**config.mk**
```make
export PLATFORM = sky130hd
export DESIGN_NAME = if_id_stage_flat
export DESIGN_NICKNAME = d
export VERILOG_FILES = /design/src/rtl/if_id_stage_if.sv /design/src/rtl/if_id_stage.sv /design/src/flat_wrapper.sv
export SDC_FILE = /design/constraint.sdc
export NUM_CORES = 1
export LEC_CHECK = 0
export CAP_MARGIN = 15
export CELL_PAD_IN_SITES_DETAIL_PLACEMENT = 0
export CELL_PAD_IN_SITES_GLOBAL_PLACEMENT = 2
export CORE_MARGIN = 2
export CORE_UTILIZATION = 28
export CTS_CLUSTER_DIAMETER = 60
export DETAILED_ROUTE_END_ITERATION = 10
export GPL_ROUTABILITY_DRIVEN = 0
export GPL_TIMING_DRIVEN = 0
export PLACE_DENSITY_LB_ADDON = 0.1
export SLEW_MARGIN = 30
export SYNTH_ARGS = -nofsm -noshare
export SYNTH_HDL_FRONTEND = slang
export SYNTH_SLANG_ARGS = --single-unit
```
**constraint.sdc**
```tcl
create_clock -name clk -period 2.26 [get_ports clk]
set_input_delay 0.339 -clock clk [delete_from_list [all_inputs] [get_ports clk]]
set_output_delay 0.339 -clock clk [all_outputs]
set_load 0.005 [all_outputs]
```
**src/rtl/if_id_stage_if.sv**
```systemverilog
// Fetch-side RAM arbiter bus between the IF stage and the instruction/data RAM arbiter.
// master = fetch stage, slave = arbiter.
interface if_id_stage_if #(
  parameter int PC_W   = 16,
  parameter int INST_W = 16
);
  logic              IMEM_REQ;
  logic [PC_W-1:0]   IMEM_ADDR;
  logic              IMEM_GNT;
  logic [INST_W-1:0] IMEM_RDATA;

  modport master (
    output IMEM_REQ,
    output IMEM_ADDR,
    input  IMEM_GNT,
    input  IMEM_RDATA
  );

  modport slave (
    input  IMEM_REQ,
    input  IMEM_ADDR,
    output IMEM_GNT,
    output IMEM_RDATA
  );
endinterface

```
**src/rtl/if_id_stage.sv**
```systemverilog
// Instruction fetch stage + IF/ID pipeline register with a one-entry skid.
// Optional perf counters: define IF_ID_PERF_CNT_EN.
module if_id_stage #(
  parameter int                PC_W     = 16,
  parameter int                INST_W   = 16,
  parameter logic [PC_W-1:0]   RESET_PC = 16'h0000,
  parameter logic [INST_W-1:0] NOP_INST = 16'h0800
) (
  input  logic              clk,
  input  logic              rst,
  input  logic              IF_ID_PAUSE,
  input  logic              JUMP_EN,
  input  logic [PC_W-1:0]   JUMP_ADDR,
  if_id_stage_if.master     imem,
  output logic [INST_W-1:0] IF_ID_INST,
  output logic [PC_W-1:0]   IF_ID_PC,
  output logic              IF_ID_VALID,
  output logic [15:0]       IF_FETCH_CNT,
  output logic [15:0]       IF_BUBBLE_CNT
);

  localparam logic PAUSE_ENABLE = 1'b1;

  typedef enum logic [1:0] {
    S_REQ,
    S_RESP,
    S_HOLD
  } state_t;

  state_t            state;
  state_t            state_n;
  logic [PC_W-1:0]   pc;
  logic [PC_W-1:0]   fl_pc;
  logic [PC_W-1:0]   skid_pc;
  logic [INST_W-1:0] skid_inst;

  logic              paused;
  logic              grant;
  logic              req;
  logic              ld_valid;
  logic              ld_bubble;
  logic              ld_skid;
  logic [INST_W-1:0] ld_inst;
  logic [PC_W-1:0]   ld_pc;

  assign paused = (IF_ID_PAUSE == PAUSE_ENABLE);
  assign grant  = req & imem.IMEM_GNT;

  assign imem.IMEM_REQ  = req;
  assign imem.IMEM_ADDR = pc;

  always_ff @(posedge clk) begin
    if (rst) begin
      state <= S_REQ;
    end else begin
      state <= state_n;
    end
  end

  always_comb begin
    state_n = state;
    if (JUMP_EN) begin
      state_n = S_REQ;
    end else begin
      unique case (state)
        S_REQ:   if (grant) state_n = S_RESP;
        S_RESP: begin
          if (paused)      state_n = S_HOLD;
          else if (!grant) state_n = S_REQ;
        end
        S_HOLD:  if (!paused) state_n = S_REQ;
        default: state_n = S_REQ;
      endcase
    end
  end

  always_comb begin
    req       = 1'b0;
    ld_valid  = 1'b0;
    ld_bubble = 1'b0;
    ld_skid   = 1'b0;
    ld_inst   = NOP_INST;
    ld_pc     = '0;
    if (rst) begin
      req = 1'b0;
    end else if (JUMP_EN) begin
      ld_bubble = 1'b1;
    end else begin
      unique case (state)
        S_REQ: begin
          req       = 1'b1;
          ld_bubble = !paused;
        end
        S_RESP: begin
          if (paused) begin
            ld_skid = 1'b1;
          end else begin
            req      = 1'b1;
            ld_valid = 1'b1;
            ld_inst  = imem.IMEM_RDATA;
            ld_pc    = fl_pc + PC_W'(1);
          end
        end
        S_HOLD: begin
          if (!paused) begin
            ld_valid = 1'b1;
            ld_inst  = skid_inst;
            ld_pc    = skid_pc;
          end
        end
        default: req = 1'b0;
      endcase
    end
  end

  always_ff @(posedge clk) begin
    if (rst) begin
      pc          <= RESET_PC;
      fl_pc       <= RESET_PC;
      skid_inst   <= '0;
      skid_pc     <= '0;
      IF_ID_INST  <= NOP_INST;
      IF_ID_PC    <= '0;
      IF_ID_VALID <= 1'b0;
    end else begin
      if (JUMP_EN) begin
        pc <= JUMP_ADDR;
      end else if (grant) begin
        fl_pc <= pc;
        pc    <= pc + PC_W'(1);
      end
      if (ld_skid) begin
        skid_inst <= imem.IMEM_RDATA;
        skid_pc   <= fl_pc + PC_W'(1);
      end
      if (ld_valid || ld_bubble) begin
        IF_ID_INST  <= ld_inst;
        IF_ID_PC    <= ld_pc;
        IF_ID_VALID <= ld_valid;
      end
    end
  end

`ifdef IF_ID_PERF_CNT_EN
  logic [15:0] fetch_cnt;
  logic [15:0] bubble_cnt;

  always_ff @(posedge clk) begin
    if (rst) begin
      fetch_cnt  <= '0;
      bubble_cnt <= '0;
    end else begin
      if (ld_valid && fetch_cnt != 16'hFFFF)
        fetch_cnt <= fetch_cnt + 16'd1;
      if (ld_bubble && bubble_cnt != 16'hFFFF)
        bubble_cnt <= bubble_cnt + 16'd1;
    end
  end

  assign IF_FETCH_CNT  = fetch_cnt;
  assign IF_BUBBLE_CNT = bubble_cnt;
`else
  assign IF_FETCH_CNT  = 16'h0000;
  assign IF_BUBBLE_CNT = 16'h0000;
`endif

endmodule

```
**src/flat_wrapper.sv**
```systemverilog
// flat-port wrapper written by rule: the top's interface ports become plain ports
module if_id_stage_flat 
#(
  parameter int                PC_W     = 16,
  parameter int                INST_W   = 16,
  parameter logic [PC_W-1:0]   RESET_PC = 16'h0000,
  parameter logic [INST_W-1:0] NOP_INST = 16'h0800
)
  (clk, rst, IF_ID_PAUSE, JUMP_EN, JUMP_ADDR, IF_ID_INST, IF_ID_PC, IF_ID_VALID, IF_FETCH_CNT, IF_BUBBLE_CNT, imem_IMEM_REQ, imem_IMEM_ADDR, imem_IMEM_GNT, imem_IMEM_RDATA);
  if_id_stage_if #(.PC_W(PC_W), .INST_W(INST_W)) imem_i ();
  input  logic clk;
  input  logic rst;
  input  logic IF_ID_PAUSE;
  input  logic JUMP_EN;
  input  logic [PC_W-1:0] JUMP_ADDR;
  output logic [INST_W-1:0] IF_ID_INST;
  output logic [PC_W-1:0] IF_ID_PC;
  output logic IF_ID_VALID;
  output logic [15:0] IF_FETCH_CNT;
  output logic [15:0] IF_BUBBLE_CNT;
  output wire logic [$bits(imem_i.IMEM_REQ)-1:0] imem_IMEM_REQ;
  output wire logic [$bits(imem_i.IMEM_ADDR)-1:0] imem_IMEM_ADDR;
  input wire logic [$bits(imem_i.IMEM_GNT)-1:0] imem_IMEM_GNT;
  input wire logic [$bits(imem_i.IMEM_RDATA)-1:0] imem_IMEM_RDATA;
  assign imem_IMEM_REQ = imem_i.IMEM_REQ;
  assign imem_IMEM_ADDR = imem_i.IMEM_ADDR;
  assign imem_i.IMEM_GNT = imem_IMEM_GNT;
  assign imem_i.IMEM_RDATA = imem_IMEM_RDATA;
  if_id_stage #(.PC_W(PC_W), .INST_W(INST_W), .RESET_PC(RESET_PC), .NOP_INST(NOP_INST)) u_core (.clk(clk), .rst(rst), .IF_ID_PAUSE(IF_ID_PAUSE), .JUMP_EN(JUMP_EN), .JUMP_ADDR(JUMP_ADDR), .imem(imem_i), .IF_ID_INST(IF_ID_INST), .IF_ID_PC(IF_ID_PC), .IF_ID_VALID(IF_ID_VALID), .IF_FETCH_CNT(IF_FETCH_CNT), .IF_BUBBLE_CNT(IF_BUBBLE_CNT));
endmodule
```
Yosys cells after proc, flatten, opt, wreduce, memory -nomap -nowiden. Index checks and enable logic that the tools add are counted.

$add $sub $neg: 2. Equality and inequality tests: 5. Muxes and demuxes: 29. Bitwise gates (word level): 2. Reductions and logical operators: 8.

Operators with widths (number): two-way mux 16 bit (8); one-hot mux 16 bit (2 select lines) (2); adder 16 x 1 -> 16 bit (second input constant) (2); two-way mux 1 bit (13); two-way mux 2 bit (4); one-hot mux 2 bit (3 select lines) (1); OR reduction 2 bit (2); inequality test 3 bit (second input constant) (1); AND reduction 3 bit (1); equality test 2 x 1 -> 1 bit (second input constant) (1); equality test 2 bit (second input constant) (1); logical NOT 2 bit (1); inequality test 2 x 1 -> 1 bit (second input constant) (1); inequality test 2 bit (second input constant) (1); one-hot mux 1 bit (2 select lines) (1); AND reduction 2 bit (1); nonzero test 2 bit (1); AND 1 bit (1); logical NOT 1 bit (1); logical OR 1 bit (1); NOT 1 bit (1).

Bits in registers: 99. Output and inout port bits: 82. Word-level logic and storage cells: 54.

Depth between registers and ports, before layout. Gate-level depths: netlist of run 1.

Depth after elaboration: 8. Depth in mapped cells: 10. Mapped depth without buffers: 6.

Worst setup path after synthesis of run 1. No wires, ideal clock.

Path type: register to register. Start: reg u_core.state[1]. End: reg u_core.pc[15], in the netlist u_core.imem.IMEM_ADDR[15]. Setup time: 122 ps. Data arrival time: 1879 ps. Data required time: 2138 ps. Setup slack: 260 ps. Stages on the path, launching flop included: 9. Path buffers: 2. Cell sequence: dfxtp_1 -> inv_1 -> ha_1 -> clkbuf_1 -> and3b_1 -> buf_2 -> o21ai_1 -> o41a_1 -> a221o_1.

Cells in the longest elaborated chain, start to end: 6. Elaborated cells between the ends (all ways): 7. Those cells by class: eq/ne: 1; mux: 3; bitwise: 1; reduce/logical: 2.

RTL lines: start, declared (line if_id_stage.sv:30) `state_t state;`; start signal, assigned (line if_id_stage.sv:56) `state <= state_n;`; equality test 2 x 1 -> 1 bit / logical NOT 2 bit (equally long branches) (line if_id_stage.sv:89) `unique case (state)`; one-hot mux 1 bit (2 select lines) (*) (line if_id_stage.sv:89); two-way mux 1 bit (*) (line if_id_stage.sv:86) `end else if (JUMP_EN) begin`; two-way mux 1 bit (*) (line if_id_stage.sv:84) `if (rst) begin`; AND 1 bit (*) (line if_id_stage.sv:47) `assign grant = req & imem.IMEM_GNT;`; nonzero test 2 bit (no source line) (*); end signal, assigned (line if_id_stage.sv:130) `pc <= pc + PC_W'(1);`; end, declared (line if_id_stage.sv:32) `logic [PC_W-1:0] pc;`.

Every way passes the cells marked *; elsewhere a longest branch is shown, timed or not. A chain may end at the register's enable or synchronous reset.

Worst setup path in the final report of run 1.
Start: reg u_core.state[1]. End: reg u_core.pc[5], in the netlist u_core.imem.IMEM_ADDR[5].

The elaborated chain is that of the path after synthesis.

==> results of run 1 <==
-- worst reg2reg max path, stage by stage, from the launching register on --
cell      delay, ps
dfxtp_1         350
inv_2            90
ha_4            180
and3b_1         170
buf_4           150
o21bai_4        160
buf_6           160
clkbuf_1        400
o211ai_1        180
a31oi_1         200
-- area by class of cell --
cell class,instances,area [um^2]
clock buffer,10,229
inverter,12,50.0
multi-input combinational,445,2530
tap,220,275
sequential,99,1980
buffer,71,417
timing repair buffer,90,895
fill,1781,10300
clock inverter,6,66.3
-- metrics by stage --
stage	instance area (um^2)	worst slack (ps)	cells	hold slack [ps]
final	6440	151	953	456
after global routing	6440	-2.55	953	477
after CTS	6410	-70.3	951	458
after detailed placement	6050	-553	935	447
after global placement	6050	-560	935	445
after floorplan	4920	260	629	433
-- state kept, by name (all words and copies together), names as in the netlist --
name,flops
u_core.fl_pc,16
u_core.skid_pc,16
u_core.IF_ID_INST,16
u_core.IF_ID_VALID,1
u_core.state,2
u_core.IF_ID_PC,16
u_core.imem.IMEM_ADDR,16
u_core.skid_inst,16
-- how the worst max path moves through the flow --
stage,from,end,slack [ps]
final,u_core.state[1],u_core.imem.IMEM_ADDR[5],150
after global routing,u_core.state[1],u_core.imem.IMEM_ADDR[5],-3
after CTS,u_core.state[1],imem_IMEM_REQ,-70
after detailed placement,rst,imem_IMEM_REQ,-550
after global placement,rst,imem_IMEM_REQ,-560
after floorplan,u_core.state[1],u_core.imem.IMEM_ADDR[15],260
-- cells in the final DEF (no fill, tap or decap), drive strengths merged, types with 4 or more instances in the layout --
| cell | n |
|---|---|
| a21oi | 42 |
| a22oi | 31 |
| a31oi | 7 |
| and3 | 4 |
| and4 | 5 |
| buf | 45 |
| clkbuf | 40 |
| clkdlybuf4s50 | 83 |
| clkinv | 5 |
| conb | 32 |
| dfxtp | 99 |
| ha | 8 |
| inv | 12 |
| nand2 | 104 |
| nand3 | 25 |
| nand4 | 11 |
| nor2 | 46 |
| nor3 | 9 |
| o211ai | 9 |
| o21a | 4 |
| o21ai | 35 |
| o22ai | 6 |
| o311ai | 4 |
| or4 | 7 |
| xnor2 | 6 |
| xor2 | 4 |
-- cells by family (layout without fill, tap and decap cells) --
logic type / Yosys count / after routing / synth area share (%)
AO/OA/AOI/OAI: 161 / 161 / 21.9
XOR/XNOR: 10 / 10 / 1.82
adder cells (fa/ha/maj): 8 / 8 / 2.09
buffers and inverters: 85 / 189 / 9.49
flip-flops: 99 / 99 / 41.3
multiplexers: 4 / 4 / 0.860
other: 1 / 32 / 0.0781
AND/OR/NAND/NOR: 230 / 230 / 22.5
-- power groups by stage --
stage | clock, uW | sequential [uW] | combinational, uW
global route | 1670 | 1820 | 465
CTS | 1600 | 1820 | 420
global placement | 0 | 1860 | 409
floorplan | 0 | 1840 | 222
finish | 1570 | 1820 | 425
detailed placement | 0 | 1860 | 411
-- layer usage --
layer | vias to the layer above | track usage [%] | share of wire (%)
li1 | 2327 | - | -
met1 | 2164 | 23.8 | 49
met2 | 119 | 26.7 | 45
met3 | 12 | 2.59 | 4.7
met4 | 0 | 4.92 | 1.0
met5 | - | 0 | 0
-- timing repair --
action | CTS | global route
gates resized for setup | 17 | 13
setup buffers | 2 | 2
endpoints found under the setup margin | 34 | 35
pin swaps | 1 | 1
==> results.md, run 1 <==
* HPWL after detailed placement at 11.3 mm
* Final net count at 773
* WHS Endpoint: u_core.skid_pc[6]
* P_int at 2830 uW
* Worst EP required at 2540 ps
* DR vias/cell at 4.85
* Fmax at 0.474 GHz
* CP Depth at 9
* Skew-Pair Late Insertion Delay at 350 ps
* Final ANT Viol Nets at 0
* Avg Inst Size Synth at 8.03 um^2
* Syn Inst Count at 598
* Quantity of I/O buffers inserted on ports at 86
* Share of the synthesized area in the top cell type at 41.3%
* Vias in the first global route at 4432
* Clk_skew at 9.97 ps
* Crit path buf inv count at 4
* Initial Utilization at 28.7%
* Initial antenna violation count at 0
* # hold bufs at CTS at 0
* Die width at 135 um
* Grt total ovfl at 0
* Vias at 4622
* CTS buffer count at 9
* Total power at 3810 uW
* HP Start: u_core.skid_pc[6]
* Number of synthesized flops with an enable pin at 0
* Num rows at 47
* Largest net degree at the start of global routing at 17
* Die H at 135 um
* Synth cell count leaders: 104 x nand2_1, 99 x dfxtp_1, 46 x nor2_1
* Final Max Tran Viols at 0
* Worst path top cell family by delay: buffers and inverters
* CTS tree: yes
* Synth warnings at 0
* Arr. time, crit path at 2390 ps
* Period minus WS final at 2110 ps
* Ys flop type: dfxtp_1
* Final hold violations at 0
* DR pass1 iterations at 5
* Detailed Route WL at 15.2 mm
* Htree depth at 3
* R2r setup slk at 150 ps
* Initial DRC count at 320
* Max VDD drop at 0.000335 V
* Layout area overhead at 34.2%
* Cell variety after synth at 59
* Final worst path period share at 93.3%
* Post-synth top area cell: dfxtp_1
* Core Util, Final at 38.6%
* WL/cell at 16.0 um
* Part of the Yosys area used for sequential elements at 41.3%
* Dominant cell by count in the synthesized netlist: nand2_1
* Worst Hold Class: register to register
* Seq pwr share at 47.7%
* Top cells by area, synth: dfxtp_1 41%, nand2_1 8.1%, buf_4 5.0%
* Slew headroom at 57.0%
* Synth Register Bits at 99
* Num ports at 119
* CP endpoint kind: register
* Worst Reg-to-Reg Cells at 9
* Root buf cell: clkbuf_16
* First-pass GRT wire length at 24.2 mm
* Critical Path Max Stage Delay at 400 ps
* Critical R2R Capture: u_core.imem.IMEM_ADDR[5]
* Slowest cell on crit path: clkbuf_1
* Clk pwr share at 41.2%
* Area of the mapped netlist at 4800 um^2
* Share of cells above drive strength 1 at 11.5%
* Die area at 18200 um^2
* Clock slew at reported path FFs at 70 ps
* Sw frac at 25.7%
* Fraction of registers with async set/reset at 0%
* CTS sink cnt at 99
* Setup CP Type: register to register
* Cell area power density at 592 nW/um^2
* Deepest clock path buffer count at 2
* Setup TNS at 0 ps
* Antenna diodes at 0
* Logic gate share of total power at 11.2%
* Global Route Usage Sum at 16.9%
* CP cell instances: inv_2, ha_4, and3b_1, buf_4, o21bai_4, buf_6, clkbuf_1, o211ai_1, a31oi_1
* Status: completed
* Area of the core at 16700 um^2
* Crit path max fanout at 10
* Net Switching at 979 uW
* Reg2reg start: u_core.state[1]
* Leak Pwr at 0.00229 uW
* Hold depth at 2
* # setup viols final at 0
* Residual DRC at 0
* Worst Tran Pin Value at 646 ps
* Max_cap viols at 0
* CP Launch Type: register
Power figures use the tool's default switching activity.
==> inputs of run 2 (changes only) <==
--- a/config.mk
+++ b/config.mk
@@ -8,6 +8,7 @@
 export CAP_MARGIN = 15
 export CELL_PAD_IN_SITES_DETAIL_PLACEMENT = 0
 export CELL_PAD_IN_SITES_GLOBAL_PLACEMENT = 2
+export CORE_ASPECT_RATIO = 0.75
 export CORE_MARGIN = 2
 export CORE_UTILIZATION = 28
 export CTS_CLUSTER_DIAMETER = 60
==> results.md, run 2 (synthesis gave the netlist of run 1 again) <==
* Worst path top cell family by delay: buffers and inverters
* Crit path buf inv count at 2 (-2)
* CTS buffer count at 9 (unchanged)
* Initial DRC count at 294 (-8.1%)
* Layout area overhead at 34.1% (about the same)
* Residual DRC at 0 (unchanged)
* Fmax at 0.468 GHz (-1.3%)
* Initial antenna violation count at 0 (unchanged)
* Logic gate share of total power at 11.0% (-0.2 points)
* Placed Area at 6050 um^2 (-0.10%)
* Num rows at 41 (-13%)
* Period minus WS final at 2140 ps (+28.5 ps)
* Worst EP required at 2540 ps (about the same)
* Most frequent cells in the layout: 103 x nand2_1, 98 x dfxtp_1, 84 x clkdlybuf4s50_1
* Global Route Usage Sum at 17.1% (+0.25 points)
* First-pass GRT wire length at 24.4 mm (+0.80%)
* Post-route cell area at 6440 um^2 (about the same)
* Net Switching at 979 uW (about the same)
* Slew headroom at 49.0% (-8.0 points)
* Core Util, Final at 38.3% (-0.31 points)
* Area of the core at 16800 um^2 (+0.75%)
* P_int at 2890 uW (+2.1%)
* Reg2reg start: u_core.state[0]
* DR pass1 iterations at 5 (unchanged)
* Worst Reg-to-Reg Cells at 7 (-2)
* Num ports at 119 (unchanged)
* Critical R2R Capture: u_core.IF_ID_PC[14]
* Status: completed
* WL/cell at 16.3 um (+2.2%)
* Cell area power density at 601 nW/um^2 (+1.6%)
* DR vias/cell at 4.91 (+1.2%)
* Quantity of I/O buffers inserted on ports at 86 (unchanged)
* Leak Pwr at 0.00229 uW (about the same)
* Clk pwr share at 42.1% (+0.9 points)
* Final ANT Viol Nets at 0 (unchanged)
* Vias in the first global route at 4374 (-1.3%)
* Grt total ovfl at 0 (unchanged)
* Worst Tran Pin Value at 760 ps (+114 ps)
* RSZ-0062 raised after global routing: false
* Die area at 18200 um^2 (about the same)
* Seq pwr share at 46.9% (-0.8 points)
* CP Launch Type: primary input
* CP cell instances: clkdlybuf4s50_1, clkbuf_2, nor2_1, o2111ai_1, or3_1, a31oi_1
* Die H at 117 um (-13%)
* Detailed Route WL at 15.5 mm (+1.6%)
* Critical Path Max Stage Delay at 570 ps (+170 ps)
* CTS tree: yes
* Slowest cell on crit path: clkdlybuf4s50_1
* Initial Utilization at 28.5% (-0.21 points)
* Final hold violations at 0 (unchanged)
* Final net count at 773 (unchanged)
* Final Max Tran Viols at 0 (unchanged)
* Skew-Pair Late Insertion Delay at 360 ps (about the same)
* HPWL after detailed placement at 11.5 mm (+2.0%)
* Hold depth at 2 (unchanged)
* Crit path max fanout at 10 (unchanged)
* # setup viols final at 0 (unchanged)
* Vias at 4654 (+0.69%)
* Sw frac at 25.3% (-0.40 points)
* Root buf cell: clkbuf_16
* Clk_skew at 9.31 ps (-0.666 ps)
* Final hold slack at 455 ps (-1.64 ps)
* CP endpoint kind: register
* Final worst path period share at 94.6% (+1.3 points)
* Max_cap viols at 0 (unchanged)
* CTS sink cnt at 99 (unchanged)
* Commonest non-fill, non-tap cell in the layout: nand2_1
* Clock slew at reported path FFs at 70 ps (about the same)
* Arr. time, crit path at 2410 ps (+20 ps)
* Antenna diodes at 0 (unchanged)
* R2r setup slk at 140 ps (about the same)
* Setup CP Type: primary input to register
* Max VDD drop at 0.000294 V (-12%)
* Critical Path Start: JUMP_EN
* Htree depth at 3 (unchanged)
* Deepest clock path buffer count at 2 (unchanged)
* Share of cells above drive strength 1 at 11.5% (unchanged)
* Die width at 155 um (+15%)
* WHS Endpoint: u_core.skid_pc[5]
* Worst Hold Class: register to register
* Largest net degree at the start of global routing at 17 (unchanged)
* HP Start: u_core.skid_pc[5]
run 2: power groups by stage:
| stage | combinational, uW | clock, uW | sequential [uW] |
|---|---|---|---|
| after floorplan | 222 | 0 | 1840 |
| after global placement | 413 | 0 | 1860 |
| final | 425 | 1630 | 1820 |
| after detailed placement | 414 | 0 | 1850 |
| after global routing | 464 | 1750 | 1820 |
| after CTS | 424 | 1670 | 1820 |
run 2: final cells by class:
| class | count | area [um^2] |
|---|---|---|
| clock buffer | 11 | 253 |
| multi-input combinational | 445 | 2510 |
| timing repair buffer | 91 | 900 |
| fill | 1762 | 10400 |
| sequential | 99 | 1980 |
| inverter | 12 | 48.8 |
| buffer | 70 | 410 |
| tap | 215 | 269 |
| clock inverter | 5 | 60.1 |
run 2: layer usage:
metal	vias up	track usage [%]	part of all wire, %
met4	0	3.27	0.67
met1	2157	25.7	53
met3	9	4.77	6.2
li1	2329	-	-
met2	159	24.4	40
met5	-	0	0
run 2: how the worst max path moves through the flow:
stage | endpoint | cells past startpoint | slack (ps)
finish | u_core.imem.IMEM_ADDR[10] | 6 | 120
global route | u_core.imem.IMEM_ADDR[10] | 6 | 10
CTS | imem_IMEM_REQ | 7 | -10
detailed placement | imem_IMEM_REQ | 6 | -460
global placement | u_core.IF_ID_PC[8] | 7 | -450
floorplan | u_core.imem.IMEM_ADDR[15] | 8 | 260
run 2: worst min-delay path, delay by kind of cell, from the launching register on:
kind	cells	cell delay [ps]
flops	1	310
simple gates	2	100
run 2: timing repair:
| item | 4_1_cts | 5_1_grt |
|---|---|---|
| gates resized for setup | 15 | 9 |
| hold buffers | 0 | 0 |
| endpoints found under the setup margin | 37 | 37 |
| setup buffers | 4 | 1 |
run 2: through the flow:
step	total power (uW)	std cells	TNS [ps]	setup slack [ps]
2_1_floorplan	2060	629	0	260
3_5_place_dp	2270	930	-16510	-465
3_3_place_gp	2270	930	-16480	-450
5_1_grt	4040	948	0	12.5
4_1_cts	3910	947	-11.1	-11.1
6_report	3870	948	0	123
